**src/rtl/match_len_responder_pkg.sv**
```systemverilog
// Shared widths, window constants, FSM states and the limit-window helper
// for match_len_responder (optional MATCH_LEN_RESP_LIMIT_EN build).
package match_len_responder_pkg;

    localparam int ADDR_WIDTH         = 16;
    localparam int MATCH_LEN_WIDTH    = 8;
    localparam int LAZY_MATCH_LEN     = 4;
    localparam int MATCH_WINDOW_BYTES = 16;
    localparam int MATCH_MAX_LEN      = 255;

    typedef enum logic [2:0] {
        S_IDLE      = 3'd0,
        S_RD_HEAD   = 3'd1,
        S_WAIT_HEAD = 3'd2,
        S_RD_HIST   = 3'd3,
        S_WAIT_HIST = 3'd4,
        S_CMP       = 3'd5,
        S_RESP      = 3'd6
    } state_e;

    // A head byte is usable when limit is 1..2**(AW-1) bytes ahead of it.
    function automatic logic byte_in_limit(
        input logic [ADDR_WIDTH-1:0] limit,
        input logic [ADDR_WIDTH-1:0] addr
    );
        logic [ADDR_WIDTH-1:0] d;
        d = limit - addr;
        return (d != '0) &&
               (!d[ADDR_WIDTH-1] || (d[ADDR_WIDTH-2:0] == '0));
    endfunction

endpackage

```
**src/rtl/match_len_responder_eq.sv**
```systemverilog
// match_eq_counter: leading-equal byte count of two windows, priority
// encoded over the stop vector (mismatch, or limit miss when enabled).
module match_eq_counter
    import match_len_responder_pkg::*;
#(
    parameter int W = MATCH_WINDOW_BYTES
) (
    input  logic [W*8-1:0]          a_i,
    input  logic [W*8-1:0]          b_i,
`ifdef MATCH_LEN_RESP_LIMIT_EN
    input  logic [ADDR_WIDTH-1:0]   base_i,
    input  logic [ADDR_WIDTH-1:0]   limit_i,
`endif
    output logic [$clog2(W):0]      eq_o
);

    localparam int CW = $clog2(W) + 1;

    logic [W-1:0] stop;

    always_comb begin
        stop = '0;
        for (int i = 0; i < W; i++) begin
            stop[i] = a_i[8*i +: 8] != b_i[8*i +: 8];
`ifdef MATCH_LEN_RESP_LIMIT_EN
            stop[i] = stop[i] |
                !byte_in_limit(limit_i, base_i + ADDR_WIDTH'(i));
`endif
        end
    end

    always_comb begin
        eq_o = CW'(W);
        for (int i = W - 1; i >= 0; i--) begin
            if (stop[i]) begin
                eq_o = CW'(i);
            end
        end
    end

endmodule

```
**src/rtl/match_len_responder.sv**
```systemverilog
// Match-length responder: fetches head/history windows, counts equal bytes
// and returns the saturated length with the request tag.
// Optional head-limit masking via `MATCH_LEN_RESP_LIMIT_EN.
module match_len_responder
    import match_len_responder_pkg::*;
#(
    parameter int WINDOW_BYTES  = MATCH_WINDOW_BYTES,
    parameter int MAX_MATCH_LEN = MATCH_MAX_LEN
) (
    input  logic                       clk,
    input  logic                       rst_n,
    input  logic                       match_req_valid,
    input  logic [ADDR_WIDTH-1:0]      match_req_head_addr,
    input  logic [ADDR_WIDTH-1:0]      match_req_history_addr,
    input  logic [LAZY_MATCH_LEN-1:0]  match_req_tag,
    output logic                       match_req_ready,
    output logic                       match_resp_valid,
    output logic [MATCH_LEN_WIDTH-1:0] match_resp_len,
    output logic [LAZY_MATCH_LEN-1:0]  match_resp_tag,
    input  logic                       match_resp_ready,
    output logic                       mem_req_valid,
    output logic [ADDR_WIDTH-1:0]      mem_req_addr,
    input  logic                       mem_req_ready,
    input  logic                       mem_resp_valid,
    input  logic [WINDOW_BYTES*8-1:0]  mem_resp_data,
`ifdef MATCH_LEN_RESP_LIMIT_EN
    input  logic [ADDR_WIDTH-1:0]      limit_addr,
`endif
    output logic                       mem_resp_ready
);

    localparam int EW = $clog2(WINDOW_BYTES) + 1;
    localparam int SW = MATCH_LEN_WIDTH + 1;

    localparam logic [ADDR_WIDTH-1:0] STEP = ADDR_WIDTH'(WINDOW_BYTES);
    localparam logic [SW-1:0] MAX_S = SW'(MAX_MATCH_LEN);
    localparam logic [EW-1:0] FULL  = EW'(WINDOW_BYTES);

    state_e                     state_q;
    logic [ADDR_WIDTH-1:0]      head_q;
    logic [ADDR_WIDTH-1:0]      hist_q;
    logic [ADDR_WIDTH-1:0]      addr_q;
    logic [LAZY_MATCH_LEN-1:0]  tag_q;
    logic [MATCH_LEN_WIDTH-1:0] len_q;
    logic [WINDOW_BYTES*8-1:0]  head_data_q;
    logic [WINDOW_BYTES*8-1:0]  hist_data_q;
    logic                       req_rdy_q;
    logic                       resp_vld_q;
    logic                       mreq_vld_q;
    logic                       mresp_rdy_q;

    logic [EW-1:0]              eq;
    logic [SW-1:0]              sum_d;
    logic [MATCH_LEN_WIDTH-1:0] len_d;
    logic                       cont_d;

    match_eq_counter #(
        .W       (WINDOW_BYTES)
    ) u_eq (
        .a_i     (head_data_q),
        .b_i     (hist_data_q),
`ifdef MATCH_LEN_RESP_LIMIT_EN
        .base_i  (head_q),
        .limit_i (limit_addr),
`endif
        .eq_o    (eq)
    );

    // Sum is one bit wider so the saturation test cannot wrap.
    always_comb begin
        sum_d  = {1'b0, len_q} + SW'(eq);
        len_d  = (sum_d > MAX_S) ? MAX_S[MATCH_LEN_WIDTH-1:0]
                                 : sum_d[MATCH_LEN_WIDTH-1:0];
        cont_d = (eq == FULL) && (sum_d < MAX_S);
    end

    always_ff @(posedge clk or negedge rst_n) begin
        if (!rst_n) begin
            state_q     <= S_IDLE;
            head_q      <= '0;
            hist_q      <= '0;
            addr_q      <= '0;
            tag_q       <= '0;
            len_q       <= '0;
            head_data_q <= '0;
            hist_data_q <= '0;
            req_rdy_q   <= 1'b1;
            resp_vld_q  <= 1'b0;
            mreq_vld_q  <= 1'b0;
            mresp_rdy_q <= 1'b0;
        end else begin
            unique case (state_q)
                S_IDLE: begin
                    if (match_req_valid) begin
                        head_q     <= match_req_head_addr;
                        hist_q     <= match_req_history_addr;
                        tag_q      <= match_req_tag;
                        len_q      <= '0;
                        addr_q     <= match_req_head_addr;
                        req_rdy_q  <= 1'b0;
                        mreq_vld_q <= 1'b1;
                        state_q    <= S_RD_HEAD;
                    end
                end
                S_RD_HEAD: begin
                    if (mem_req_ready) begin
                        mreq_vld_q  <= 1'b0;
                        mresp_rdy_q <= 1'b1;
                        state_q     <= S_WAIT_HEAD;
                    end
                end
                S_WAIT_HEAD: begin
                    if (mem_resp_valid) begin
                        head_data_q <= mem_resp_data;
                        mresp_rdy_q <= 1'b0;
                        mreq_vld_q  <= 1'b1;
                        addr_q      <= hist_q;
                        state_q     <= S_RD_HIST;
                    end
                end
                S_RD_HIST: begin
                    if (mem_req_ready) begin
                        mreq_vld_q  <= 1'b0;
                        mresp_rdy_q <= 1'b1;
                        state_q     <= S_WAIT_HIST;
                    end
                end
                S_WAIT_HIST: begin
                    if (mem_resp_valid) begin
                        hist_data_q <= mem_resp_data;
                        mresp_rdy_q <= 1'b0;
                        state_q     <= S_CMP;
                    end
                end
                S_CMP: begin
                    len_q <= len_d;
                    if (cont_d) begin
                        head_q     <= head_q + STEP;
                        hist_q     <= hist_q + STEP;
                        addr_q     <= head_q + STEP;
                        mreq_vld_q <= 1'b1;
                        state_q    <= S_RD_HEAD;
                    end else begin
                        resp_vld_q <= 1'b1;
                        state_q    <= S_RESP;
                    end
                end
                S_RESP: begin
                    if (match_resp_ready) begin
                        resp_vld_q <= 1'b0;
                        req_rdy_q  <= 1'b1;
                        state_q    <= S_IDLE;
                    end
                end
                default: begin
                    state_q <= S_IDLE;
                end
            endcase
        end
    end

    assign match_req_ready  = req_rdy_q;
    assign match_resp_valid = resp_vld_q;
    assign match_resp_len   = len_q;
    assign match_resp_tag   = tag_q;
    assign mem_req_valid    = mreq_vld_q;
    assign mem_req_addr     = addr_q;
    assign mem_resp_ready   = mresp_rdy_q;

endmodule

```
**config.mk**
```make
export PLATFORM = sky130hd
export DESIGN_NAME = match_len_responder
export DESIGN_NICKNAME = d
export VERILOG_FILES = /design/src/rtl/match_len_responder_pkg.sv /design/src/rtl/match_len_responder_eq.sv /design/src/rtl/match_len_responder.sv
export SDC_FILE = /design/constraint.sdc
export NUM_CORES = 1
export LEC_CHECK = 0
export CORE_ASPECT_RATIO = 1.2
export CORE_MARGIN = 3
export CORE_UTILIZATION = 35
export CTS_BUF_LIST = sky130_fd_sc_hd__clkbuf_4 sky130_fd_sc_hd__clkbuf_8
export DETAILED_ROUTE_END_ITERATION = 12
export PLACE_DENSITY = 0.63
export SLEW_MARGIN = 20
export SYNTH_ARGS = -nofsm -noshare
export SYNTH_HDL_FRONTEND = slang
export SYNTH_HIERARCHICAL = 1
export SYNTH_SLANG_ARGS = --single-unit
```
**constraint.sdc**
```tcl
create_clock -name clk -period 5.1 [get_ports clk]
set_input_delay 1.02 -clock clk [delete_from_list [all_inputs] [get_ports clk]]
set_output_delay 1.02 -clock clk [all_outputs]
set_load 0.01 [all_outputs]
```
==> results.md <==
- Die X: 195 um
- Synth top area cells: dfrtp_1 54%, mux2_2 20%, xor2_1 4.2%
- WP data arrival: 5160 ps
- Via/cell ratio: 5.06
- Worst slew pin tran: 920 ps
- Clk Latency, worst-skew pair: 620 ps
- Final setup viols: 0
- Mapped Cells: 1190
- Final worst slack: 432 ps
- Clock transition at the registers of the reported paths: 60 ps
- Share of cells above drive strength 1: 28.2%
- Placed inst area: 0.0176 mm2
- CTS max path bufs: 3
- DP Worst Slack: 428 ps
- Clock root cell: clkbuf_8
- Post-Syn Area per Cell: 12.6 um2
- Flop and latch count out of synthesis: 323
- HP Class: in -> async
- Post-synth ARST share: 100%
- Leak: 7.68 nW
- Synth Flop Type: dfrtp_1
- Iteration-0 DRC Markers: 561
- Vias in the first global route: 10700
- WL/cell: 17.9 um
- Number of synthesized flops with an enable pin: 0
- CTS Hold Bufs: 0
- Crit Path Max Fanout: 11
- Number of cells on the critical path: 15
- Top-area cell type share of the netlist area: 53.9%
- Clk sinks: 323
- R2R depth: 15
- Slew Limit Fails: 0
- Routed Antenna Nets: 0
- Worst Skew: 15.8 ps
- YS warnings: 6
- Vias: 10100
- Fillers: 3872
- Post-CTS Resized: 0
- Crit share post-route: 91.5%
- Row cnt: 82
- Critical Path Slowest Stage Cell: nor4_1
- Post-layout net count: 1590
- Post-synthesis sequential area ratio: 54.0%
- WL final: 35700 um
- Core area: 0.0420 mm2
- Post-layout min period: 4670 ps
- First-pass GRT wire length: 57700 um
- Pin count of the biggest net entering global routing: 129
- Status: finished clean
- Power Dens Cells: 596 mW/mm2
- Initial antenna violation count: 1
- Crit start category: flop
- CTS Buf Count: 54
- Antenna cells: 0
- Worst Setup End Kind: flop
- DR DRC count: 0
- Worst EP required: 5590 ps
- Post-synth top cells: 322 x dfrtp_1, 263 x mux2_2, 97 x nand2_1
- Syn-to-layout area delta: 25.8%
- Maximum VDD drop: 0.296 mV
- Setup TNS Final: 0 ps
- I/O pins: 202
- Grt ovf: 0
- DR pass1 iterations: 5
- Max cap viols: 0
- CP cell instances: xor2_1 > nor4_1 > nand4_1 > a21oi_1 > o311ai_1 > a21boi_0 > inv_1 > fa_1 > nand2b_1 > a21oi_1 > xnor2_1 > o2111ai_2 > o21ai_4 > o21ai_1 > o221a_2
- Final hold violation count: 0
- Post-CTS setup repair buffer count: 0
- TritonCTS clock tree: done
- HPWL after detailed placement: 24300 um
- WS Path Type: reg -> reg
- Mapped cell area: 0.0150 mm2
- Synth area leader: dfrtp_1
- Die H: 232 um
- Top-count cell post-synth: dfrtp_1
- Max Clk Rate: 214 MHz
- GRT Util Overall: 15.8%
- Total nets after synthesis: 1368
- Input/output buffers: 201
- Crit path buffers/inverters: 1
- Finished Cell Area: 0.0188 mm2
- Starting Density: 35.6%
- Die area: 0.0453 mm2
- RSZ-0062 raised after global routing: false
- Slew HR: 38.1%
- CP top delay family: compound AO/OA/AOI/OAI gates
- CTS H-Tree Depth: 2
- Crit-path most repeated cell: a21oi_1
- Final RePlAce weighted congestion: 0.826
- Worst path max stage delay: 600 ps
- Cell variety after synth: 67
[state kept, by name, summed over array words and instances, names as in the netlist]
register / count
head_data_q: 128
head_q: 16
hist_data_q: 128
hist_q: 16
match_req_ready: 1
match_resp_len: 8
match_resp_tag: 4
match_resp_valid: 1
mem_req_addr: 16
mem_req_valid: 1
mem_resp_ready: 1
state_q: 3
[layer usage]
metal / global-route usage (%) / wire (um)
met1: 20.1 / 15000
met2: 26.4 / 17500
met3: 3.77 / 2310
met4: 5.63 / 827
met5: 0 / 0
[report_power, final]
group          switching [mW]  leakage, nW  internal (mW)
clock network            1.04        0.627           1.42
logic                    1.65         3.19           2.31
registers               0.940         3.87           3.86
total                    3.63         7.68           7.59
[logic make-up after synthesis]
family / count (synthesis) / share of synthesized area (%)
AO/OA/AOI/OAI: 149 / 7.45
flip-flops: 323 / 54.0
multiplexers: 266 / 20.1
buffers and inverters: 65 / 1.84
AND/OR/NAND/NOR: 238 / 7.58
XOR/XNOR: 141 / 8.26
adder cells (fa/ha/maj): 8 / 0.719
[layout make-up]
cell class / count / area, um2 / area share [%]
clock buffers: 89 / 1110 / 5.91
inverters: 10 / 37.5 / 0.199
repair buffers: 221 / 2220 / 11.8
clock inverters: 7 / 62.6 / 0.332
multi-input cells: 802 / 6620 / 35.2
flip-flops and latches: 323 / 8080 / 43.0
well taps: 546 / 683 / 3.63
[worst register-to-register path, cell delays in order, from the launching register on]
cell and delay (ps):
dfrtp_1 380, xor2_1 160, nor4_1 600, nand4_1 200, a21oi_1 200, o311ai_1 100, a21boi_0 480, inv_1 130
fa_1 460, nand2b_1 180, a21oi_1 180, xnor2_1 190, o2111ai_2 210, o21ai_4 410, o21ai_1 310, o221a_2 370
[cell usage in the layout, fill, tap and decap left out, types with 4 or more instances in the layout]
master	synthesis	layout
dfrtp_1	322	322
ha_1	7	7
nand4_1	22	22
xnor2_1	70	70
a22oi_1	7	7
a221o_1	10	10
o311ai_0	4	4
inv_1	10	10
o221a_2	6	6
nor3_1	9	9
o211ai_1	5	5
a311oi_1	5	5
nor2_1	46	42
a211oi_1	7	7
xor2_1	71	71
nand3_1	17	17
mux2_2	263	263
o21ai_0	18	18
o22a_1	7	7
a31oi_1	7	7
a21oi_1	33	33
clkbuf_4	0	18
o311a_1	4	4
o311ai_1	4	4
nor4_1	19	18
and3_1	5	5
clkbuf_8	0	71
buf_12	0	4
buf_4	1	16
nand2_1	97	97
clkinv_2	0	5
clkdlybuf4s50_1	0	200
[through the flow]
stage          power (mW)  hold slack (ps)  util [%]  std cells
5_1_grt              12.0              476      44.8       1998
4_1_cts              11.4              448      44.8       1998
3_5_place_dp         8.85              468      42.0       1902
2_1_floorplan        7.59              446         -       1190
3_3_place_gp         8.69              458      42.0       1902
6_report             11.2              456      44.8       1998
[path summary, 6_finish.rpt]
kind	from	endpoint	slack, ps
max	hist_data_q[73]$_DFFE_PN0P_	hist_q[5]$_DFFE_PN0P_	430
min reg2reg	match_resp_tag[2]$_DFFE_PN0P_	match_resp_tag[2]$_DFFE_PN0P_	480
min in group clk	match_resp_tag[2]$_DFFE_PN0P_	match_resp_tag[2]$_DFFE_PN0P_	480
max reg2reg	hist_data_q[73]$_DFFE_PN0P_	hist_q[5]$_DFFE_PN0P_	430
min	rst_n	hist_data_q[84]$_DFFE_PN0P_	460
max in group asynchronous	rst_n	head_data_q[46]$_DFFE_PN0P_	3380
(Power assumes the default switching activity.)
